File: config.mk
export PLATFORM = sky130hd
export DESIGN_NAME = pulse_period_calibrator
export DESIGN_NICKNAME = d
export VERILOG_FILES = /design/src/rtl/pulse_cal_pkg.sv /design/src/rtl/psi_edge_detect.sv /design/src/rtl/pulse_period_calibrator.sv
export SDC_FILE = /design/constraint.sdc
export NUM_CORES = 1
export LEC_CHECK = 0
export ABC_AREA = 1
export CAP_MARGIN = 20
export CORE_MARGIN = 8
export CORE_UTILIZATION = 59
export DETAILED_ROUTE_END_ITERATION = 12
export PLACE_DENSITY_LB_ADDON = 0.1
export SYNTH_ARGS = -nofsm -noshare
export SYNTH_HDL_FRONTEND = slang
export SYNTH_SLANG_ARGS = --single-unit
File: constraint.sdc
create_clock -name clk -period 7.1 [get_ports clk]
set_input_delay 0.71 -clock clk [delete_from_list [all_inputs] [get_ports clk]]
set_output_delay 0.71 -clock clk [all_outputs]
set_load 0.005 [all_outputs]
File: src/rtl/pulse_cal_pkg.sv
// Shared constants and types for the pulse period calibrator.
package pulse_cal_pkg;
    localparam int WIDTH = 8;
    localparam logic [WIDTH-1:0] CNT_MAX = '1;
    typedef logic [WIDTH-1:0] count_t;
endpackage

File: src/rtl/psi_edge_detect.sv
// Input conditioning for PSI: optional 2-flop synchronizer (PSI_SYNC_EN), delay flop, edge strobes.
module psi_edge_detect (
    input  logic clk,
    input  logic rst,
    input  logic psi,
    output logic psi_s,
    output logic rise,
    output logic fall
);
`ifdef PSI_SYNC_EN
    localparam int FILL = 3;
    logic [1:0] sync_reg;

    always_ff @(posedge clk) begin
        if (rst) begin
            sync_reg <= '0;
        end else begin
            sync_reg <= {sync_reg[0], psi};
        end
    end

    assign psi_s = sync_reg[1];
`else
    localparam int FILL = 1;

    assign psi_s = psi;
`endif

    logic            psi_d_reg;
    logic [FILL-1:0] valid_reg;

    // Edges are suppressed until every pipeline flop holds a real sample, so a
    // PSI already high at reset release is not mistaken for a rising edge.
    always_ff @(posedge clk) begin
        if (rst) begin
            psi_d_reg <= 1'b0;
            valid_reg <= '0;
        end else begin
            psi_d_reg <= psi_s;
            valid_reg <= (valid_reg << 1) | FILL'(1);
        end
    end

    assign rise = valid_reg[FILL-1] &  psi_s & ~psi_d_reg;
    assign fall = valid_reg[FILL-1] & ~psi_s &  psi_d_reg;
endmodule

File: src/rtl/pulse_period_calibrator.sv
// Measures PSI high time in prescaled ticks and steps adjustedDiv by +/-1 toward setPeriod.
// Optional macro PSI_SYNC_EN inserts a 2-flop synchronizer on PSI.
module pulse_period_calibrator
    import pulse_cal_pkg::*;
#(
    parameter int WIDTH = pulse_cal_pkg::WIDTH
) (
    input  logic             clk,
    input  logic             rst,
    input  logic             PSI,
    input  logic [WIDTH-1:0] setPeriod,
    output logic             equal,
    output logic [WIDTH-1:0] duration,
    output logic [WIDTH-1:0] adjustedDiv
);
    localparam logic [WIDTH-1:0] CMAX = {WIDTH{1'b1}};

    logic             psi_s;
    logic             rise;
    logic             fall;
    logic [WIDTH-1:0] count_reg;
    logic [WIDTH-1:0] presc_reg;
    logic             armed_reg;
    logic             equal_reg;
    logic [WIDTH-1:0] duration_reg;
    logic [WIDTH-1:0] div_reg;

    psi_edge_detect u_edge (
        .clk   (clk),
        .rst   (rst),
        .psi   (PSI),
        .psi_s (psi_s),
        .rise  (rise),
        .fall  (fall)
    );

    always_ff @(posedge clk) begin
        if (rst) begin
            count_reg    <= '0;
            presc_reg    <= '0;
            armed_reg    <= 1'b0;
            equal_reg    <= 1'b0;
            duration_reg <= '0;
            div_reg      <= '0;
        end else begin
            if (rise) begin
                count_reg <= '0;
                presc_reg <= '0;
                armed_reg <= 1'b1;
            end else if (psi_s && armed_reg) begin
                if (presc_reg == div_reg) begin
                    presc_reg <= '0;
                    if (count_reg != CMAX) begin
                        count_reg <= count_reg + 1'b1;
                    end
                end else begin
                    presc_reg <= presc_reg + 1'b1;
                end
            end

            // Divisor only moves on a completed pulse, so it is stable while counting.
            if (fall && armed_reg) begin
                armed_reg    <= 1'b0;
                duration_reg <= count_reg;
                equal_reg    <= (count_reg == setPeriod);
                if (count_reg > setPeriod) begin
                    if (div_reg != CMAX) begin
                        div_reg <= div_reg + 1'b1;
                    end
                end else if (count_reg < setPeriod) begin
                    if (div_reg != '0) begin
                        div_reg <= div_reg - 1'b1;
                    end
                end
            end
        end
    end

    assign equal       = equal_reg;
    assign duration    = duration_reg;
    assign adjustedDiv = div_reg;
endmodule

== Yosys cells after proc, flatten, opt, wreduce, memory -nomap -nowiden ==
Cells that the tools add are included.
Cells by class
  add/subtract/negate cells: 4
  $lt $le $gt $ge: 2
  equality and inequality tests: 5
  multiplexer cells: 6
  bitwise gates (word level): 6
  reductions and logical operators: 9
Operator list (count)
  8-bit 2-to-1 mux: 5
  8-bit by 1-bit adder with 8-bit output (second input constant): 3
  8-bit equality test: 2
  8-bit inequality test (second input constant): 2
  8-bit > comparator: 1
  8-bit less-than comparator: 1
  8-bit nonzero test: 1
  8-bit by 1-bit subtractor with 8-bit output (second input constant): 1
  1-bit AND: 4
  4-bit AND reduction: 1
  2-bit nonzero test: 2
  2-bit OR reduction: 2
  3-bit AND reduction: 1
  1-bit logical AND: 2
  2-bit by 1-bit inequality test with 1-bit output (second input constant): 1
  1-bit NOT: 2
  1-bit 2-to-1 mux: 1
Word-level totals
  flip-flop bits (word level): 36
  output and inout port bits: 17

== Depth between registers and ports, before layout ==
  depth in word-level cells: 5
  mapped depth: 23
  depth with buffers taken out: 23

== By module ==
A second synthesis with hierarchy kept.
Second synthesis, totals
  cell total of the unflattened synthesis: 282
  area, all modules: 2102.0 sq um
By module, submodules not included
  pulse_period_calibrator: instances 1, cells each 272, area each 2028.2 sq um, sequential area each 680.7 sq um
  psi_edge_detect: instances 1, cells each 10, area each 73.8 sq um, sequential area each 40.0 sq um

== Least setup slack after synthesis ==
Ideal clock, no wire load.
  path type: input port to flip-flop
  from: input port setPeriod[7]
  to: register div_reg[7] (netlist: adjustedDiv[7])
  library setup time: 115 ps
  arrival: 2606 ps
  required time: 6985 ps
  path slack: 4379 ps
  stages: 19
  cell sequence: inv_1 -> ha_1 -> nand2_1 -> nor2_1 -> nand4_2 -> nand2_2 -> ha_1 -> nand2_1 -> nand2_1 -> nand3_1 -> nand2_1 -> a21oi_1 -> inv_1 -> nand2_1 -> nand2_1 -> inv_1 -> nand3_1 -> nand2_1 -> nor2_1
Between the ends
  word-level cells in the longest chain between the ends: 3
  elaborated cells between the ends (all ways): 7
  classes of those cells: order compare: 2; eq/ne: 1; mux: 1; reduce/logical: 3
Ends and longest elaborated chain
  from (decl): line pulse_period_calibrator.sv:11  | input logic [WIDTH-1:0] setPeriod,
  8-bit > comparator or 8-bit less-than comparator (tied branches): line pulse_period_calibrator.sv:66, pulse_period_calibrator.sv:70
  2-bit by 1-bit inequality test with 1-bit output (no source line) or 2-bit nonzero test (tied branches)
  4-bit AND reduction (no source line)
  to (signal assigned): line pulse_period_calibrator.sv:68  | div_reg <= div_reg + 1'b1;
  to (signal assigned): line pulse_period_calibrator.sv:72  | div_reg <= div_reg - 1'b1;
  to (decl): line pulse_period_calibrator.sv:26  | logic [WIDTH-1:0] div_reg;
Parallel ways exist; a longest one is shown, timed or not.
A chain may end at the register's enable or synchronous reset.

== Worst setup path in the final report ==
Same ends and word-level chain as after synthesis.

==> out/qor.log <==
qor: global_route.globalRouteTotalUtil 16.26%
qor: setup_path.type_of_element_capturing_the_critical_path flip-flop
qor: timing.number_of_failing_hold_endpoints_at_the_final_stage 0
qor: detailed_routing.avgViaCountPerCell 5.187
qor: global_route.initial_antenna_violation_count 0
qor: floorplan.die_area 5844 µm²
qor: pwr.switchingPower 86.27 µW
qor: finish.finish.instance_area 2534 µm²
qor: setup_path.crit_start setPeriod[7]
qor: timing.timing.setup.tns 0 ps
qor: floorplan.start_util 60.24%
qor: floorplan.num_io_pins 28
qor: timing.layout_worst_path_cycle_share 43.26%
qor: detailed_routing.drt_iter0_markers 150
qor: setup_path.timing.critical_path.from_type primary input
qor: clock_tree.cts-buffers-inserted 5
qor: pwr.power.density_cell_area 137.4 nW/µm²
qor: clock_tree.h-tree-depth 2
qor: global_route.first_global_vias 1851
qor: finish.design.final.nets 360
qor: setup_path.worst_ep_required_time 7360 ps
qor: timing.worst_relative_slew_slack 64.83%
qor: yosys.synth_largest_type_area_fraction 33.43%
qor: pwr.vdd_ir_drop_max 0.1189 mV
qor: detailed_routing.detail_route.wl_per_cell 12.34 µm
qor: placement.place_worst_setup_slack 3674 ps
qor: finish.ratio_of_cells_with_drive_above_1_in_the_final_layout 6.627%
qor: yosys.top_cell_types_by_occurrence_after_synthesis sky130_fd_sc_hd__nand2_1 (58), sky130_fd_sc_hd__inv_1 (39), sky130_fd_sc_hd__dfxtp_1 (36)
qor: global_route.grt.overflow.total 0
qor: yosys.yosysUniqueCellTypes 26
qor: detailed_routing.postRouteAntennaNets 0
qor: timing.worst_clock_skew 7.178 ps
qor: detailed_routing.post-route-drc-count 0
qor: placement.dpl.cell_count 372
qor: clock_tree.clock_sinks 36
qor: hold_path.worstHoldPathType flip-flop to flip-flop
qor: yosys.synth-warning-count 0
qor: detailed_routing.vias 1971
qor: placement.placed_cell_area 2472 µm²
qor: placement.buffer_ports.inserted 27
qor: hold_path.timing.hold.worst.start duration[1]
qor: finish.fillerInstances 319
qor: setup_path.worst-setup-path-type primary input to flip-flop
qor: clock_tree.tritoncts built
qor: timing.finalWorstSetupSlack 4028 ps
qor: floorplan.floorplan.die.width 76.45 µm
qor: yosys.synth_area_leaders sky130_fd_sc_hd__dfxtp_1 (33%), sky130_fd_sc_hd__nand2_1 (10%), sky130_fd_sc_hd__ha_1 (9.9%)
qor: job.drv.max_cap_violation_count 0
qor: pwr.share_comb_of_total_power 7.0%
qor: timing.period_minus_ws_final 3072 ps
qor: global_route.grt_pass1_wl 8073 µm
qor: floorplan.core_outline_area 3578 µm²
qor: clock_tree.cts.root.buffer_cell sky130_fd_sc_hd__clkbuf_4
qor: detailed_routing.drt-total-wl 4688 µm
qor: yosys.synth-seq-cells 36
qor: clock_tree.clk_path_buf_depth 2
qor: finish.post_layout_nonfiller_instances 380
qor: yosys.syn_area 2156 µm²
qor: timing.timing.hold.ws 495.7 ps
qor: yosys.synth-async-reset-ratio 0%
qor: yosys.most_numerous_cell_in_the_yosys_netlist sky130_fd_sc_hd__nand2_1
qor: yosys.postSynth.topFlopCell sky130_fd_sc_hd__dfxtp_1
qor: yosys.post_synth_inst_count 300
qor: pwr.power_report.internal_total 261.9 µW
qor: yosys.synth_seq_area_share 33.43%
qor: timing.drv_slew 0
qor: floorplan.die_y_extent 76.45 µm
qor: pwr.share_seq_of_total_power 59.1%
qor: yosys.synth.avg_cell_area 7.186 µm²
qor: timing.maxClockFrequency 0.3255 GHz
qor: placement.detailed_place_hpwl 3533 µm
qor: pwr.p_clk_share 33.9%
qor: timing.setup_viol 0
qor: timing.rsz0062_at_grt no
qor: yosys.synth_enable_flop_cells 0
qor: global_route.pin_count_of_the_biggest_net_entering_global_routing 19
qor: setup_path.worst-endpoint-arrival 3330 ps
qor: detailed_routing.dr.pass1.iters 4
qor: placement.gpl.final_weighted_congestion 0.8326
qor: clock_tree.clk_latency 350 ps
qor: timing.tightestPinTransition 527.0 ps
qor: finish.areaGrowthSynthToFinish 17.53%
qor: pwr.leakage 0.001154 µW
qor: yosys.mappedNetlistNets 329
qor: setup_path.cp_max_fo 11
qor: setup_path.regToRegStartpoint count_reg[2]
qor: clock_tree.clk_pin_slew 110 ps
qor: clock_tree.ctsResizeCount 0
qor: pwr.p_sw_share 24.78%
qor: clock_tree.cts_hold_repair.buffers 0
qor: yosys.synth_largest_area_cell sky130_fd_sc_hd__dfxtp_1
qor: finish.n_antenna_cell 0
qor: clock_tree.post-cts-setup-buffer-count 0
qor: run_status.status complete, no violations
qor: floorplan.floorplan.rows 22
## per-layer routing
| metal | global-route usage (%) | routed length, µm |
|---|---|---|
| met5 | 0 | 0 |
| met2 | 28.53 | 2310 |
| met3 | 4.245 | 156 |
| met1 | 18.33 | 2156 |
| met4 | 5.962 | 65 |
## cells by family after synthesis
| group | synth area share, % |
|---|---|
| adders and majority gates | 10.79 |
| xor gates and xnor gates | 7.313 |
| and+or+nand+nor | 29.31 |
| buffers and inverters | 7.777 |
| DFF | 33.43 |
| AOI/OAI and AO/OA | 11.38 |
## placed cells by master (no fill, tap or decap), types with 3 or more instances in the layout
master                            count
sky130_fd_sc_hd__a21oi_1             29
sky130_fd_sc_hd__o21ai_0             14
sky130_fd_sc_hd__nor3_1               4
sky130_fd_sc_hd__xor2_1              15
sky130_fd_sc_hd__ha_1                17
sky130_fd_sc_hd__nand3_1             17
sky130_fd_sc_hd__clkbuf_4             5
sky130_fd_sc_hd__xnor2_1              3
sky130_fd_sc_hd__dfxtp_1             36
sky130_fd_sc_hd__nand2_2              7
sky130_fd_sc_hd__nor2_1              35
sky130_fd_sc_hd__inv_1               39
sky130_fd_sc_hd__nand2_1             58
sky130_fd_sc_hd__nand4_1             10
sky130_fd_sc_hd__clkdlybuf4s50_1     27
## power groups by stage
stage	registers, µW	clock network (µW)	logic, µW
global placement	210	0	24.1
CTS	206	120	24.8
detailed placement	210	0	24.7
global route	206	129	27.4
finish	206	118	24.5
floorplan	210	0	14.1
## path summary, 6_finish.rpt
check	to	slack [ps]	cells after the start
max	adjustedDiv[7]	4030	20
min reg2reg	duration[1]	500	2
min	duration[1]	500	2
max reg2reg	adjustedDiv[7]	4450	21
## worst max-delay path, cell delays in order
cell and delay, ps:
sky130_fd_sc_hd__clkdlybuf4s50_1 450, sky130_fd_sc_hd__inv_1 40, sky130_fd_sc_hd__ha_1 290, sky130_fd_sc_hd__nand2_1 70
sky130_fd_sc_hd__nor2_1 160, sky130_fd_sc_hd__nand4_2 170, sky130_fd_sc_hd__nand2_2 260, sky130_fd_sc_hd__ha_1 330
sky130_fd_sc_hd__nand2_1 90, sky130_fd_sc_hd__nand2_1 70, sky130_fd_sc_hd__nand3_1 70, sky130_fd_sc_hd__nand2_1 50
sky130_fd_sc_hd__a21oi_1 150, sky130_fd_sc_hd__inv_1 50, sky130_fd_sc_hd__nand2_1 60, sky130_fd_sc_hd__nand2_1 50
sky130_fd_sc_hd__inv_1 70, sky130_fd_sc_hd__nand3_1 70, sky130_fd_sc_hd__nand2_1 70, sky130_fd_sc_hd__nor2_1 40
## cell type report
class                      instances  area, µm²  share of cell area, %
multi-input combinational        220       1267                  50.02
sequential                        36      720.7                  28.44
timing repair buffer              27      270.3                  10.67
clock buffer                       6      51.30                  2.025
tap                               48      60.06                  2.370
inverter                          41      153.9                  6.074
clock inverter                     2      10.01                 0.3951
## stage by stage
step	total power, µW	utilization, %
floorplan	224.2	-
global placement	234.4	69.09
detailed placement	235.0	69.09
CTS	350.5	70.80
global route	362.9	70.80
finish	348.2	70.80
Note: power is estimated with default switching activity, not from simulation.
